<file path="src/rtl/dmem_pkg.sv">
// Shared definitions for the data-memory arbiter: FSM encoding, port ids
// and the byte-address to word-index helper.
package dmem_pkg;

  typedef enum logic [1:0] {
    IDLE   = 2'd0,
    ACCESS = 2'd1,
    RESP   = 2'd2
  } state_t;

  localparam logic PORT_LSU = 1'b0;
  localparam logic PORT_DMA = 1'b1;

  function automatic logic [63:0] word_idx(input logic [63:0] addr);
    return addr >> 2;
  endfunction

endpackage

</file>
<file path="src/rtl/dmem_arbiter_if.sv">
// Bundle of both requester handshakes plus the data-memory pins; the
// arbiter takes the slave side, requesters and memory the master side.
interface dmem_arbiter_if #(
  parameter int ADDR_W = 32,
  parameter int DATA_W = 32
);

  logic              req0_valid;
  logic              req0_we;
  logic [ADDR_W-1:0] req0_addr;
  logic [DATA_W-1:0] req0_wdata;
  logic              req0_ready;
  logic              resp0_valid;
  logic [DATA_W-1:0] resp0_rdata;
  logic              resp0_err;

  logic              req1_valid;
  logic              req1_we;
  logic [ADDR_W-1:0] req1_addr;
  logic [DATA_W-1:0] req1_wdata;
  logic              req1_ready;
  logic              resp1_valid;
  logic [DATA_W-1:0] resp1_rdata;
  logic              resp1_err;

  logic              mem_read;
  logic              mem_write;
  logic [ADDR_W-1:0] mem_addr;
  logic [DATA_W-1:0] mem_wdata;
  logic [DATA_W-1:0] mem_rdata;

  modport slave (
    input  req0_valid, req0_we, req0_addr, req0_wdata,
    output req0_ready, resp0_valid, resp0_rdata, resp0_err,
    input  req1_valid, req1_we, req1_addr, req1_wdata,
    output req1_ready, resp1_valid, resp1_rdata, resp1_err,
    output mem_read, mem_write, mem_addr, mem_wdata,
    input  mem_rdata
  );

  modport master (
    output req0_valid, req0_we, req0_addr, req0_wdata,
    input  req0_ready, resp0_valid, resp0_rdata, resp0_err,
    output req1_valid, req1_we, req1_addr, req1_wdata,
    input  req1_ready, resp1_valid, resp1_rdata, resp1_err,
    input  mem_read, mem_write, mem_addr, mem_wdata,
    output mem_rdata
  );

endinterface

</file>
<file path="src/rtl/rr_arbiter2.sv">
// Two-input arbiter: round-robin on a last_grant register, or fixed priority
// to input 0. Grants only while en is high; last_grant moves on update.
module rr_arbiter2
  import dmem_pkg::*;
#(
  parameter int PRIO_MODE = 0
) (
  input  logic       clk,
  input  logic       rst_n,
  input  logic [1:0] req,
  input  logic       en,
  input  logic       update,
  output logic [1:0] grant
);

  logic last_grant;

  always_comb begin
    grant = 2'b00;
    if (en) begin
      case (req)
        2'b01:   grant = 2'b01;
        2'b10:   grant = 2'b10;
        2'b11:   grant = (PRIO_MODE == 1 || last_grant == PORT_DMA) ? 2'b01 : 2'b10;
        default: grant = 2'b00;
      endcase
    end
  end

  // Reset to the DMA side so the load/store port wins the first contest.
  always_ff @(posedge clk or negedge rst_n) begin
    if (!rst_n) begin
      last_grant <= PORT_DMA;
    end else if (update) begin
      last_grant <= grant[1] ? PORT_DMA : PORT_LSU;
    end
  end

endmodule

</file>
<file path="src/rtl/dmem_arbiter.sv">
// Shares one single-port data memory between the load/store unit and the
// DMA loader: accept, one access cycle, one registered response cycle.
module dmem_arbiter
  import dmem_pkg::*;
#(
  parameter int DATA_W      = 32,
  parameter int ADDR_W      = 32,
  parameter int DEPTH_WORDS = 256,
  parameter int PRIO_MODE   = 0
) (
  input logic          clk,
  input logic          rst_n,
  dmem_arbiter_if.slave bus
);

  state_t            state;
  state_t            next_state;
  logic [1:0]        req_vec;
  logic [1:0]        grant;
  logic              grant_en;
  logic              accept;
  logic              sel_port;
  logic              sel_we;
  logic [ADDR_W-1:0] sel_addr;
  logic [DATA_W-1:0] sel_wdata;
  logic              sel_err;

  logic              lat_port;
  logic              lat_we;
  logic              lat_err;
  logic [ADDR_W-1:0] lat_addr;
  logic [DATA_W-1:0] lat_wdata;
  logic [DATA_W-1:0] resp_rdata;

  // Ready is withheld during reset and for the whole ACCESS cycle.
  assign req_vec  = {bus.req1_valid, bus.req0_valid};
  assign grant_en = rst_n && (state != ACCESS);
  assign accept   = |grant;

  rr_arbiter2 #(.PRIO_MODE(PRIO_MODE)) u_arb (
    .clk    (clk),
    .rst_n  (rst_n),
    .req    (req_vec),
    .en     (grant_en),
    .update (accept),
    .grant  (grant)
  );

  assign sel_port  = grant[1] ? PORT_DMA : PORT_LSU;
  assign sel_we    = (sel_port == PORT_DMA) ? bus.req1_we    : bus.req0_we;
  assign sel_addr  = (sel_port == PORT_DMA) ? bus.req1_addr  : bus.req0_addr;
  assign sel_wdata = (sel_port == PORT_DMA) ? bus.req1_wdata : bus.req0_wdata;
  assign sel_err   = (sel_addr[1:0] != 2'b00) ||
                     (word_idx(64'(sel_addr)) >= 64'(DEPTH_WORDS));

  always_ff @(posedge clk or negedge rst_n) begin
    if (!rst_n) begin
      state <= IDLE;
    end else begin
      state <= next_state;
    end
  end

  always_comb begin
    next_state      = state;
    bus.req0_ready  = grant[0];
    bus.req1_ready  = grant[1];
    bus.resp0_valid = 1'b0;
    bus.resp0_rdata = '0;
    bus.resp0_err   = 1'b0;
    bus.resp1_valid = 1'b0;
    bus.resp1_rdata = '0;
    bus.resp1_err   = 1'b0;
    bus.mem_read    = 1'b0;
    bus.mem_write   = 1'b0;
    bus.mem_addr    = '0;
    bus.mem_wdata   = '0;
    case (state)
      IDLE: begin
        if (accept) next_state = ACCESS;
      end
      ACCESS: begin
        next_state = RESP;
        if (!lat_err) begin
          bus.mem_read  = !lat_we;
          bus.mem_write = lat_we;
          bus.mem_addr  = lat_addr;
          bus.mem_wdata = lat_wdata;
        end
      end
      RESP: begin
        next_state = accept ? ACCESS : IDLE;
        if (lat_port == PORT_LSU) begin
          bus.resp0_valid = 1'b1;
          bus.resp0_rdata = resp_rdata;
          bus.resp0_err   = lat_err;
        end else begin
          bus.resp1_valid = 1'b1;
          bus.resp1_rdata = resp_rdata;
          bus.resp1_err   = lat_err;
        end
      end
      default: next_state = IDLE;
    endcase
  end

  // A request accepted in RESP overwrites the latches only after the
  // current response has been presented, so one set of latches suffices.
  always_ff @(posedge clk or negedge rst_n) begin
    if (!rst_n) begin
      lat_port   <= PORT_LSU;
      lat_we     <= 1'b0;
      lat_err    <= 1'b0;
      lat_addr   <= '0;
      lat_wdata  <= '0;
      resp_rdata <= '0;
    end else begin
      if (accept) begin
        lat_port  <= sel_port;
        lat_we    <= sel_we;
        lat_err   <= sel_err;
        lat_addr  <= sel_addr;
        lat_wdata <= sel_wdata;
      end
      if (state == ACCESS) begin
        resp_rdata <= (!lat_err && !lat_we) ? bus.mem_rdata : '0;
      end
    end
  end

endmodule

</file>
<file path="src/flat_wrapper.sv">
// flat-port wrapper written by rule: the top's interface ports become plain ports
module dmem_arbiter_flat import dmem_pkg::*;
#(
  parameter int DATA_W      = 32,
  parameter int ADDR_W      = 32,
  parameter int DEPTH_WORDS = 256,
  parameter int PRIO_MODE   = 0
)
  (clk, rst_n, bus_req0_valid, bus_req0_we, bus_req0_addr, bus_req0_wdata, bus_req0_ready, bus_resp0_valid, bus_resp0_rdata, bus_resp0_err, bus_req1_valid, bus_req1_we, bus_req1_addr, bus_req1_wdata, bus_req1_ready, bus_resp1_valid, bus_resp1_rdata, bus_resp1_err, bus_mem_read, bus_mem_write, bus_mem_addr, bus_mem_wdata, bus_mem_rdata);
  dmem_arbiter_if #(.ADDR_W(ADDR_W), .DATA_W(DATA_W)) bus_i ();
  input logic clk;
  input logic rst_n;
  input wire logic [$bits(bus_i.req0_valid)-1:0] bus_req0_valid;
  input wire logic [$bits(bus_i.req0_we)-1:0] bus_req0_we;
  input wire logic [$bits(bus_i.req0_addr)-1:0] bus_req0_addr;
  input wire logic [$bits(bus_i.req0_wdata)-1:0] bus_req0_wdata;
  output wire logic [$bits(bus_i.req0_ready)-1:0] bus_req0_ready;
  output wire logic [$bits(bus_i.resp0_valid)-1:0] bus_resp0_valid;
  output wire logic [$bits(bus_i.resp0_rdata)-1:0] bus_resp0_rdata;
  output wire logic [$bits(bus_i.resp0_err)-1:0] bus_resp0_err;
  input wire logic [$bits(bus_i.req1_valid)-1:0] bus_req1_valid;
  input wire logic [$bits(bus_i.req1_we)-1:0] bus_req1_we;
  input wire logic [$bits(bus_i.req1_addr)-1:0] bus_req1_addr;
  input wire logic [$bits(bus_i.req1_wdata)-1:0] bus_req1_wdata;
  output wire logic [$bits(bus_i.req1_ready)-1:0] bus_req1_ready;
  output wire logic [$bits(bus_i.resp1_valid)-1:0] bus_resp1_valid;
  output wire logic [$bits(bus_i.resp1_rdata)-1:0] bus_resp1_rdata;
  output wire logic [$bits(bus_i.resp1_err)-1:0] bus_resp1_err;
  output wire logic [$bits(bus_i.mem_read)-1:0] bus_mem_read;
  output wire logic [$bits(bus_i.mem_write)-1:0] bus_mem_write;
  output wire logic [$bits(bus_i.mem_addr)-1:0] bus_mem_addr;
  output wire logic [$bits(bus_i.mem_wdata)-1:0] bus_mem_wdata;
  input wire logic [$bits(bus_i.mem_rdata)-1:0] bus_mem_rdata;
  assign bus_i.req0_valid = bus_req0_valid;
  assign bus_i.req0_we = bus_req0_we;
  assign bus_i.req0_addr = bus_req0_addr;
  assign bus_i.req0_wdata = bus_req0_wdata;
  assign bus_req0_ready = bus_i.req0_ready;
  assign bus_resp0_valid = bus_i.resp0_valid;
  assign bus_resp0_rdata = bus_i.resp0_rdata;
  assign bus_resp0_err = bus_i.resp0_err;
  assign bus_i.req1_valid = bus_req1_valid;
  assign bus_i.req1_we = bus_req1_we;
  assign bus_i.req1_addr = bus_req1_addr;
  assign bus_i.req1_wdata = bus_req1_wdata;
  assign bus_req1_ready = bus_i.req1_ready;
  assign bus_resp1_valid = bus_i.resp1_valid;
  assign bus_resp1_rdata = bus_i.resp1_rdata;
  assign bus_resp1_err = bus_i.resp1_err;
  assign bus_mem_read = bus_i.mem_read;
  assign bus_mem_write = bus_i.mem_write;
  assign bus_mem_addr = bus_i.mem_addr;
  assign bus_mem_wdata = bus_i.mem_wdata;
  assign bus_i.mem_rdata = bus_mem_rdata;
  dmem_arbiter #(.DATA_W(DATA_W), .ADDR_W(ADDR_W), .DEPTH_WORDS(DEPTH_WORDS), .PRIO_MODE(PRIO_MODE)) u_core (.clk(clk), .rst_n(rst_n), .bus(bus_i));
endmodule
</file>
<file path="config.mk">
export PLATFORM = sky130hd
export DESIGN_NAME = dmem_arbiter_flat
export DESIGN_NICKNAME = d
export VERILOG_FILES = /design/src/rtl/dmem_pkg.sv /design/src/rtl/dmem_arbiter_if.sv /design/src/rtl/rr_arbiter2.sv /design/src/rtl/dmem_arbiter.sv /design/src/flat_wrapper.sv
export SDC_FILE = /design/constraint.sdc
export NUM_CORES = 1
export LEC_CHECK = 0
export ABC_AREA = 1
export CAP_MARGIN = 40
export CORE_ASPECT_RATIO = 0.75
export CORE_MARGIN = 1
export CORE_UTILIZATION = 42
export DETAILED_ROUTE_END_ITERATION = 12
export PLACE_DENSITY = 0.87
export SLEW_MARGIN = 20
export SYNTH_ARGS = -nofsm -noshare
export SYNTH_HDL_FRONTEND = slang
export SYNTH_HIERARCHICAL = 1
export SYNTH_SLANG_ARGS = --single-unit
</file>
<file path="constraint.sdc">
create_clock -name clk -period 3.4 [get_ports clk]
set_input_delay 0.34 -clock clk [delete_from_list [all_inputs] [get_ports clk]]
set_output_delay 0.34 -clock clk [all_outputs]
set_load 0.01 [all_outputs]
</file>
# == Word level (Yosys, flattened, before mapping) ==
# Index checks and enable logic that the tools add are counted.
# word_totals
out_inout_bits,136
inputBits,166
regBits,102
elab_cells,55
# classes
order_cmp,1
mux,31
n_eq_ne,7
n_reduce_logical,8
# ops
operator,n
$mux 32,11
$ge 30x9->1 const B,1
$mux 1,15
$pmux 2 s3,2
$eq 2x2->1 const B,3
$mux 2,3
$eq 2x1->1 const B,2
$ne 2x1->1 const B,2
$logic_and 1x1->1,2
$logic_not 1->1,2
$logic_not 2->1,1
$reduce_bool 2->1,1
$reduce_or 2->1,1
$logic_or 1x1->1,1

# == Logic depth before layout (Yosys ltp) ==
# Gate-level depths: netlist of the first run.
# depth
depth_word,7
ltp_mapped,17
ltp_nobuf,14

# == Modules after synthesis ==
# The synthesis of the first run kept the hierarchy.
# modules_own_cells
module,seq_area_each_um2,instances,area_each_um2,cells_per_inst
dmem_arbiter,2527.4,1,5240.0,740
rr_arbiter2,26.3,1,70.1,11

# == Worst setup path before layout of the first run ==
# OpenSTA, ideal clock, no wires.
# synth_path
path_kind,reg2reg
startpoint,reg u_core.state[0]
endpoint,reg u_core.u_arb.last_grant
setup_ns,0.076
arrival_time_ns,2.016
setup_slack_ns,1.308
required_ns,3.324
synth_period_minus_slack_ns,2.092
n_path_buf,4
path_stages_with_launch,14
cell_sequence,dfrtp_1 inv_2 nor2_4 buf_1 nor2_1 nand2_1 a21oi_1 buf_6 nor2_4 inv_2 buf_2 buf_2 or2_0 nand2_1
# synth_between
elab_chain_len,4
word_cells_on_any_way,5
classes_between,1 x eq/ne; 2 x mux; 2 x reduce/logical
# synth_lines
element,line_no,text
from (decl),dmem_arbiter.sv:16,state_t state;
from (signal assigned),dmem_arbiter.sv:60,state <= next_state;
$ne 2x1->1,dmem_arbiter.sv:37,assign grant_en = rst_n && (state != ACCESS);
$logic_and 1x1->1,dmem_arbiter.sv:37,
net u_core.grant_en,dmem_arbiter.sv:20,logic grant_en;
$mux 2,rr_arbiter2.sv:20,if (en) begin
net bus_req1_ready,flat_wrapper.sv:25,output wire logic [$bits(bus_i.req1_ready)-1:0] bus_req1_ready;
$reduce_or 2->1,dmem_arbiter.sv:38,assign accept = |grant;
net u_core.accept,dmem_arbiter.sv:21,logic accept;
to (signal assigned),rr_arbiter2.sv:35,last_grant <= grant[1] ? PORT_DMA : PORT_LSU;
to (decl),rr_arbiter2.sv:16,logic last_grant;
# The timed path passes the listed nets, and every way through them passes these cells.
# A chain may end at the register's enable or synchronous reset.

# == Worst setup path in the final report of the first run ==
# layout_path
startpoint,reg u_core.state[1]
endpoint,out bus_mem_wdata[21]
# layout_between
elab_chain_len,2
# layout_lines
element,line_no,text
$eq 2x1->1,dmem_arbiter.sv:78,case (state)
$mux 32,dmem_arbiter.sv:78,
to (decl),flat_wrapper.sv:32,output wire logic [$bits(bus_i.mem_wdata)-1:0] bus_mem_wdata;
# Every way passes these cells.

==> metrics.txt, run 1 <==
HPWL after DPL=13.1 mm; Hold Fails Final Rpt=0; DRT iter0 DRCs=279; flop2flop setup slack=0.87 ns; htree depth=3; via count=5744; Pre-antenna DRT Iters=4; Finished Layout Cells=1201; worst-margin pin slew=0.647 ns; DIE WIDTH=132 µm; root buffer cell=clkbuf_16; fin nets=1197; MaxCap Viol Count=0; Final Util=0.708; gr usage total=0.265; DRT antenna net count=0; Slew Limit Fails=0; count leader, synth=nor2_1; Comb power frac=0.257; Synth Register Bits=102; share of cells above drive strength 1=0.0357; NetSw=1.05 mW; Std-Cell Rows=35; Ant. Diodes=0; Setup Skew=0.00887 ns; number of global-route vias before repair=5492; PwrDens=394 mW/mm²; r2r startpoint=u_core/state[0]; antenna violations before repair=0; Crit Path Category=flop to output port; number of buffers created by CTS=9; Post-synth EDFFs=0; drt drc=0; clock slew at reported path FFs=0.07 ns; Post-CTS Setup Inserts=0; Cell Area, Synth=0.00531 mm²; Final Critical Period=2.87 ns; CP endpoint kind=output port; crit start category=flop; async set-reset flop share out of synthesis=1.00; starting density of the core=0.432; Worst R2R Path Depth=10; detailed-route wire length=17.4 mm; Sw Share=0.307; post-cts resize count=0; Final period util=0.845; post-synthesis sequential area ratio=0.481; Slew headroom=0.569; drt wl/cell=14.5 µm; P_leak=3.87 nW; Worst EP required=3.06 ns; Fin Setup TNS=0 ns; synthesized instance count=751; Post-synth top cells=nor2_1 (190), nand2_1 (145), inv_1 (119), dfrtp_1 (101), o21ai_0 (50); Ys Warns=6; die span in y=99.4 µm; Remaining Overflow, GRT=0; Area growth syn-to-layout=64.1%; Ports=302; Final setup viols=0; PortBufs=301; Die Area=0.0131 mm²; Hold Crit Class=input port to async pin; Hold-fix buffers, CTS=0; Core ar.=0.0123 mm²; RSZ-0062 raised after global routing=no; Synth area leaders=dfrtp_1 (48%), nor2_1 (13%), nand2_1 (10%); critical path peak fanout=54; first-pass GRT wire length=27.5 mm; Clock Power Share=0.271; placed cells=1185; Sequential Power Share=0.472; Data arrival, critical path=2.53 ns; later-pin clock latency in the skew report=0.33 ns; Mapped Nets=917; GP Congestion=0.853; Cell variety after synth=23; number of vias per cell=4.78; share of the synthesized area in the top cell type=0.476; area leader, netlist=dfrtp_1; Sink Count=102; outcome=completed; syn_area_per_cell=7.07 µm²; clk buf depth=2; Int Power=2.38 mW; FMAX=348 MHz; CTS tree=done; dominant register cell in the synthesized netlist=dfrtp_1; r2r endpoint=u_core/lat_wdata[23]; Max IR drop VDD=273 µV; largest net degree at the start of global routing=61
worst max-delay path by stage:
stage | startpoint | end | slack [ns] | cells after the start
floorplan | u_core/state[0] | u_core/u_arb/last_grant | 1.31 | 13
global placement | bus_req0_valid | u_core/lat_wdata[16] | 0.80 | 6
detailed placement | bus_req1_valid | u_core/lat_wdata[20] | 0.77 | 8
CTS | u_core/state[1] | bus_mem_wdata[21] | 0.52 | 6
global route | u_core/state[1] | bus_mem_wdata[21] | 0.43 | 6
finish | u_core/state[1] | bus_mem_wdata[21] | 0.53 | 6
kinds of logic after synthesis:
logic type / Yosys count / share of synthesized area
simple gates: 375 / 0.277
buf+inv: 168 / 0.132
compound gates: 106 / 0.110
flops: 102 / 0.481
state kept, by name, indices dropped and copies added (netlist names):
register and count:
u_core/lat_addr 32, u_core/lat_err 1, u_core/lat_port 1, u_core/lat_wdata 32, u_core/lat_we 1, u_core/resp_rdata 32, u_core/state 2, u_core/u_arb/last_grant 1
worst max-delay path, stage by stage, from the launching register on:
cell	delay [ns]
dfrtp_1	0.40
nor2_4	0.11
buf_4	0.32
nand2_2	0.29
buf_12	0.28
nor2_1	0.19
clkdlybuf4s50_1	0.57
per-layer routing:
layer  part of all wire  vias to the layer above  track usage
met2               0.49                      218        0.464
met1               0.42                     2655        0.323
met5                  0                        -            0
met3              0.068                       29       0.0652
met4              0.024                        0       0.0841
li1                   -                     2842            -
through the flow:
stage	hold slack, ns	cell area, µm²	total power [mW]	worst slack (ns)
finish	0.102	8710	3.43	0.528
global route	0.134	8710	3.66	0.426
CTS	0.113	8690	3.46	0.525
detailed placement	0.455	8420	2.52	0.771
global placement	0.459	8410	2.48	0.804
floorplan	0.0444	5310	2.12	1.31
placed cells by master (no fill, tap or decap):
cell type	netlist	final
clkdlybuf4s50_1	0	300
nor2_1	190	190
nand2_1	145	144
inv_1	119	119
dfrtp_1	101	101
o21ai_0	50	50
nor3_1	33	33
o22ai_1	33	33
buf_4	7	12
o21ai_1	12	12
clkbuf_16	0	9
a31oi_1	8	8
nand3_1	3	3
clkbuf_1	10	2
clkinv_4	0	2
inv_2	2	2
nor2_4	2	2
inv_6	0	1
clkinvlp_4	0	1
nand2_2	0	1
nor2_2	1	1
inv_4	1	1
o21a_1	1	1
buf_8	0	1
buf_12	0	1
a21oi_1	2	1
a21oi_4	0	1
or2_0	1	1
dfstp_2	1	1
buf_16	0	1
area by class of cell:
class                   instances  area, µm²
clock buffers                  11        233
clock inverters                 4       33.8
fillers                      1021       3590
inverters                     122        460
multi-input cells             481       2070
flip-flops and latches        102       2550
well taps                     166        208
repair buffers                315       3160
power by group through the flow:
stage / logic, mW / registers [mW] / clock network (mW)
3_5_place_dp: 0.880 / 1.64 / 0
6_report: 0.883 / 1.62 / 0.929
4_1_cts: 0.883 / 1.62 / 0.955
5_1_grt: 0.999 / 1.65 / 1.01
2_1_floorplan: 0.530 / 1.59 / 0
3_3_place_gp: 0.846 / 1.63 / 0
Note: power is estimated with default switching activity, not from simulation.
==> inputs of run 2 (changes only) <==
--- a/config.mk
+++ b/config.mk
@@ -9,9 +9,9 @@
 export CAP_MARGIN = 40
 export CORE_ASPECT_RATIO = 0.75
 export CORE_MARGIN = 1
-export CORE_UTILIZATION = 42
+export CORE_UTILIZATION = 39
 export DETAILED_ROUTE_END_ITERATION = 12
-export PLACE_DENSITY = 0.87
+export PLACE_DENSITY = 0.82
 export SLEW_MARGIN = 20
 export SYNTH_ARGS = -nofsm -noshare
 export SYNTH_HDL_FRONTEND = slang
==> constraint.sdc (replaced) <==
create_clock -name clk -period 2.9 [get_ports clk]
set_input_delay 0.29 -clock clk [delete_from_list [all_inputs] [get_ports clk]]
set_output_delay 0.29 -clock clk [all_outputs]
set_load 0.01 [all_outputs]
==> run 2 against run 1 <==
  * Combinational power rose by 18%
  * Critical path type unchanged
  * Routed wire length fell by 0.12%
  * Sequential power rose by 17%
  * Critical endpoint is now bus_resp0_rdata[26]
==> metrics.txt, run 2 (synthesis results as in run 1) <==
drt drc=0 (unchanged); number of global-route vias before repair=5371 (-2.2%); Hold Fails Final Rpt=0 (unchanged); r2r startpoint=u_core/state[0]; antenna violations before repair=0 (unchanged); root buffer cell=clkbuf_16; Slew headroom=0.513 (-0.0557); CP endpoint kind=output port; most common cell after layout, fill and taps aside=clkdlybuf4s50_1; Remaining Overflow, GRT=0 (unchanged); starting density of the core=0.404 (-0.0278); Fin Setup TNS=0 ns (unchanged); pre-CTS setup slack=0.511 ns (-0.259 ns); PwrDens=482 mW/mm² (+22%); hold_ws=0.128 ns (+0.0265 ns); MaxCap Viol Count=0 (unchanged); RSZ-0062 raised after global routing=no; Hold-fix buffers, CTS=0 (unchanged); placed cell area=0.00844 mm² (+0.19%); drt wl/cell=14.4 µm (-0.78%); Die Area=0.0141 mm² (+7.6%); clk buf depth=2 (unchanged); PortBufs=301 (unchanged); commonest non-fill, non-tap cells in the layout=clkdlybuf4s50_1 (300), nor2_1 (190), nand2_1 (144); DIE WIDTH=137 µm (+3.7%); layout filler cell count=1150 (+13%); clock slew at reported path FFs=0.07 ns (about the same); CP max-delay cell=clkdlybuf4s50_1; Final Util=0.666 (-0.0420); Area growth syn-to-layout=65.0%; Pre-antenna DRT Iters=5 (+1); Sink Count=102 (unchanged); critical path peak fanout=21 (-61%); Std-Cell Rows=36 (+2.9%); Hold Crit Class=input port to async pin; Crit path top cell by count=nor2_1; DRT antenna net count=0 (unchanged); Post-CTS Setup Inserts=0 (unchanged); post-cts resize count=0 (unchanged); Worst R2R Path Depth=13 (+3); die span in y=103 µm (+3.7%); Slew Limit Fails=0 (unchanged); via count=5705 (-0.68%); flop2flop setup slack=0.67 ns (-0.20 ns); setup ws final=0.273 ns (-0.255 ns); Data arrival, critical path=2.34 ns (-0.19 ns); worst-margin pin slew=0.730 ns (+0.0835 ns); detailed-route wire length=17.4 mm (-0.12%); later-pin clock latency in the skew report=0.33 ns (about the same); CP peak stage delay=0.57 ns (about the same); Worst EP required=2.61 ns (-0.45 ns); CTS tree=done; Top Registers=u_core/lat_addr x32, u_core/lat_wdata x32, u_core/resp_rdata x32; gr usage total=0.245 (-0.0204); htree depth=3 (unchanged); Crit Path Category=flop to output port; P_leak=3.90 nW (+0.73%); crit start category=flop; largest net degree at the start of global routing=58 (-4.9%); Max IR drop VDD=348 µV (+27%); Final setup viols=0 (unchanged); FMAX=381 MHz; Final period util=0.906; number of vias per cell=4.72 (-1.3%); fin nets=1199 (+0.17%); CP top delay family=buffers and inverters; HPWL after DPL=13.1 mm (-0.20%); share of cells above drive strength 1=0.0395 (+0.00375); WP buf/inv=4 (+1); first-pass GRT wire length=26.5 mm (-3.6%); Core ar.=0.0132 mm² (+6.9%); outcome=completed; Setup Skew=0.00704 ns (-0.00182 ns); number of buffers created by CTS=9 (unchanged); r2r endpoint=u_core/lat_err; Final Critical Period=2.63 ns; GP Congestion=0.820 (-3.8%); Ports=302 (unchanged); worst path cell trace=inv_2, nand2_1, nor2_1, inv_1, buf_4, nor2_1, clkdlybuf4s50_1; Ant. Diodes=0 (unchanged); DRT iter0 DRCs=245 (-12%); Post-Layout Inst Area=0.00876 mm² (+0.55%)
run 2: cell count changes in the layout (fill, tap and decap cells not counted), sizes merged:
cell	delta
buf	+2
bufinv	+2
clkinv	+1
clkinvlp	-1
inv	-1
run 2: worst max-delay path by stage:
stage / start / endpoint / slack (ns) / cells past startpoint
final: u_core/state[0] / bus_resp0_rdata[26] / 0.27 / 7
after CTS: u_core/state[0] / bus_resp0_rdata[26] / 0.26 / 7
after global placement: bus_req1_valid / bus_req1_ready / 0.53 / 5
after detailed placement: bus_req0_valid / u_core/lat_wdata[8] / 0.51 / 8
after global routing: u_core/state[0] / bus_resp0_rdata[0] / 0.09 / 7
after floorplan: u_core/state[0] / u_core/u_arb/last_grant / 0.81 / 13
run 2: through the flow:
step / total power, mW / std cells
global route: 4.50 / 1209
global placement: 2.92 / 1192
floorplan: 2.49 / 751
CTS: 4.25 / 1209
finish: 4.22 / 1209
detailed placement: 2.95 / 1193
run 2: layer usage:
layer,vias up,track usage,routed length [µm],share of wire
li1,2851,-,-,-
met1,2601,0.314,7530,0.43
met2,228,0.411,8150,0.47
met3,25,0.0644,1350,0.078
met4,0,0.0675,340,0.020
met5,-,0,0,0
run 2: where the power goes:
group          switching (mW)  internal [mW]
logic                   0.568          0.470
clock network           0.508          0.782
registers               0.161           1.73
total                    1.24           2.99
run 2: final cells by class:
cell class                 instances  area, µm²  share of cell area
clock inverter                     5       82.6             0.00942
sequential                       102       2550               0.291
timing repair buffer             317       3140               0.358
clock buffer                      11        243              0.0277
multi-input combinational        481       2070               0.236
inverter                         122        460              0.0525
tap                              171        214              0.0244
run 2: worst register-to-register path, cell delays in order, from the launching register on:
cell	delay, ns
dfrtp_1	0.40
inv_2	0.09
nor2_4	0.05
nor2_1	0.12
nand2_1	0.12
a21oi_4	0.26
buf_4	0.34
nand2_1	0.09
o21ai_1	0.12
nand2_1	0.09
nor2_1	0.12
nand3_1	0.13
nor2_1	0.13
nor2_1	0.04
==> inputs of run 3 (changes only) <==
--- a/config.mk
+++ b/config.mk
@@ -8,11 +8,11 @@
 export ABC_AREA = 1
 export CAP_MARGIN = 40
 export CORE_ASPECT_RATIO = 0.75
-export CORE_MARGIN = 1
+export CORE_MARGIN = 4
 export CORE_UTILIZATION = 39
 export DETAILED_ROUTE_END_ITERATION = 12
 export PLACE_DENSITY = 0.82
-export SLEW_MARGIN = 20
+export SLEW_MARGIN = 0
 export SYNTH_ARGS = -nofsm -noshare
 export SYNTH_HDL_FRONTEND = slang
 export SYNTH_HIERARCHICAL = 1
==> run 3 against run 2 <==
  * Flip-flop and latch count stayed put
  * Maximum frequency is 1.5% higher
  * Non-clock buffer count is 4 lower
  * Routed wire length is 6.9% higher
  * Largest power group unchanged
==> metrics.txt, run 3 (synthesis results as in run 1) <==
outcome=completed; Max IR drop VDD=259 µV (-26%); Die Area=0.0156 mm² (+10%); flop2flop setup slack=0.65 ns (-0.02 ns); Area growth syn-to-layout=63.7%; GP Congestion=0.870 (+6.1%); Std-Cell Rows=36 (unchanged); later-pin clock latency in the skew report=0.33 ns (about the same); post-cts resize count=0 (unchanged); P_leak=3.86 nW (-0.89%); MaxCap Viol Count=0 (unchanged); worst-margin pin slew=0.698 ns (-0.0320 ns); PwrDens=466 mW/mm² (-3.2%); share of cells above drive strength 1=0.0358 (-0.00372); r2r endpoint=u_core/lat_err; htree depth=3 (unchanged); Top Registers=u_core/lat_addr x32, u_core/lat_wdata x32, u_core/resp_rdata x32; DRT antenna net count=0 (unchanged); Hold-fix buffers, CTS=0 (unchanged); number of vias per cell=4.77 (+1.2%); most common cell after layout, fill and taps aside=clkdlybuf4s50_1; placed cells=1189 (-0.34%); gr usage total=0.233 (-0.0122); first-pass GRT wire length=28.7 mm (+8.2%); critical path peak fanout=56 (+170%); Final period util=0.892 (-0.0137); antenna violations before repair=0 (unchanged); CTS tree=done; largest net degree at the start of global routing=61 (+5.2%); crit start category=flop; die span in y=109 µm (+5.8%); fin nets=1195 (-0.33%); Final setup viols=0 (unchanged); r2r startpoint=u_core/state[0]; Pre-antenna DRT Iters=5 (unchanged); Worst R2R Path Depth=13 (unchanged); number of global-route vias before repair=5602 (+4.3%); Ports=302 (unchanged); starting density of the core=0.404 (unchanged); drt drc=0 (unchanged); clk buf depth=2 (unchanged); Finished Layout Cells=1205 (-0.33%); Slew Limit Fails=0 (unchanged); Remaining Overflow, GRT=0 (unchanged); DRT iter0 DRCs=346 (+41%); RSZ-0062 raised after global routing=no; Sink Count=102 (unchanged); Ant. Diodes=0 (unchanged); Post-CTS Setup Inserts=0 (unchanged); Data arrival, critical path=2.30 ns (-0.04 ns); FMAX=387 MHz (+1.5%); clock slew at reported path FFs=0.07 ns (about the same); Crit Path Category=flop to output port; Final Util=0.661 (-0.00523); commonest non-fill, non-tap cells in the layout=clkdlybuf4s50_1 (300), nor2_1 (190), nand2_1 (144); Fin Setup TNS=0 ns (unchanged); Hold Fails Final Rpt=0 (unchanged); number of buffers created by CTS=9 (unchanged); detailed-route wire length=18.6 mm (+6.9%); Slew headroom=0.534 (+0.0214); HPWL after DPL=14.1 mm (+8.3%); CP endpoint kind=output port; Final Critical Period=2.59 ns (-0.0396 ns); via count=5753 (+0.84%); PortBufs=301 (unchanged); root buffer cell=clkbuf_16; Core ar.=0.0132 mm² (unchanged); Setup Skew=0.00833 ns (+0.00129 ns); DIE WIDTH=143 µm (+4.4%); drt wl/cell=15.4 µm (+7.3%); Hold Crit Class=input port to async pin; Worst EP required=2.61 ns (about the same)
run 3: where the power goes:
| group | total, mW | leakage (nW) | internal [mW] | switching (mW) |
|---|---|---|---|---|
| clock | 1.13 | 0.138 | 0.591 | 0.535 |
| combinational | 1.03 | 2.48 | 0.467 | 0.567 |
| sequential | 1.89 | 1.25 | 1.73 | 0.161 |
| total | 4.05 | 3.86 | 2.79 | 1.26 |
run 3: worst max-delay path, stage by stage, from the launching register on:
cell and delay [ns]:
dfrtp_1 0.39, inv_2 0.08, nor2_4 0.05, nand2_2 0.21, buf_4 0.55, nor2_1 0.09, clkdlybuf4s50_1 0.54
run 3: layout make-up:
cell class	count	area [µm²]
fillers	1142	4460
multi-input cells	481	2070
repair buffers	313	3120
inverters	122	460
clock buffers	10	229
clock inverters	6	45.0
flip-flops and latches	102	2550
well taps	171	214
run 3: metrics by stage:
stage	hold WS (ns)	power (mW)	setup WS (ns)	area, µm²
after floorplan	-0.00559	2.49	0.808	5310
after global placement	0.444	2.90	0.565	8390
after detailed placement	0.446	2.95	0.548	8420
after CTS	0.0905	4.10	0.272	8690
after global routing	0.123	4.32	0.129	8690
final	0.0790	4.05	0.313	8690
run 3: worst max path at each step:
| stage | to | startpoint |
|---|---|---|
| floorplan | u_core/u_arb/last_grant | u_core/state[0] |
| global placement | u_core/lat_wdata[11] | bus_req0_valid |
| detailed placement | u_core/lat_err | bus_req1_valid |
| CTS | bus_resp0_rdata[1] | u_core/state[0] |
| global route | bus_resp0_rdata[9] | u_core/state[0] |
| finish | bus_mem_addr[0] | u_core/state[0] |
run 3: routing by layer:
metal / global-route usage / part of all wire / vias to the layer above / wire [µm]
met5: 0 / 0 / - / 0
met4: 0.0583 / 0.017 / 0 / 314
met3: 0.0824 / 0.089 / 22 / 1650
met2: 0.392 / 0.48 / 227 / 8960
met1: 0.287 / 0.41 / 2660 / 7660
li1: - / - / 2844 / -
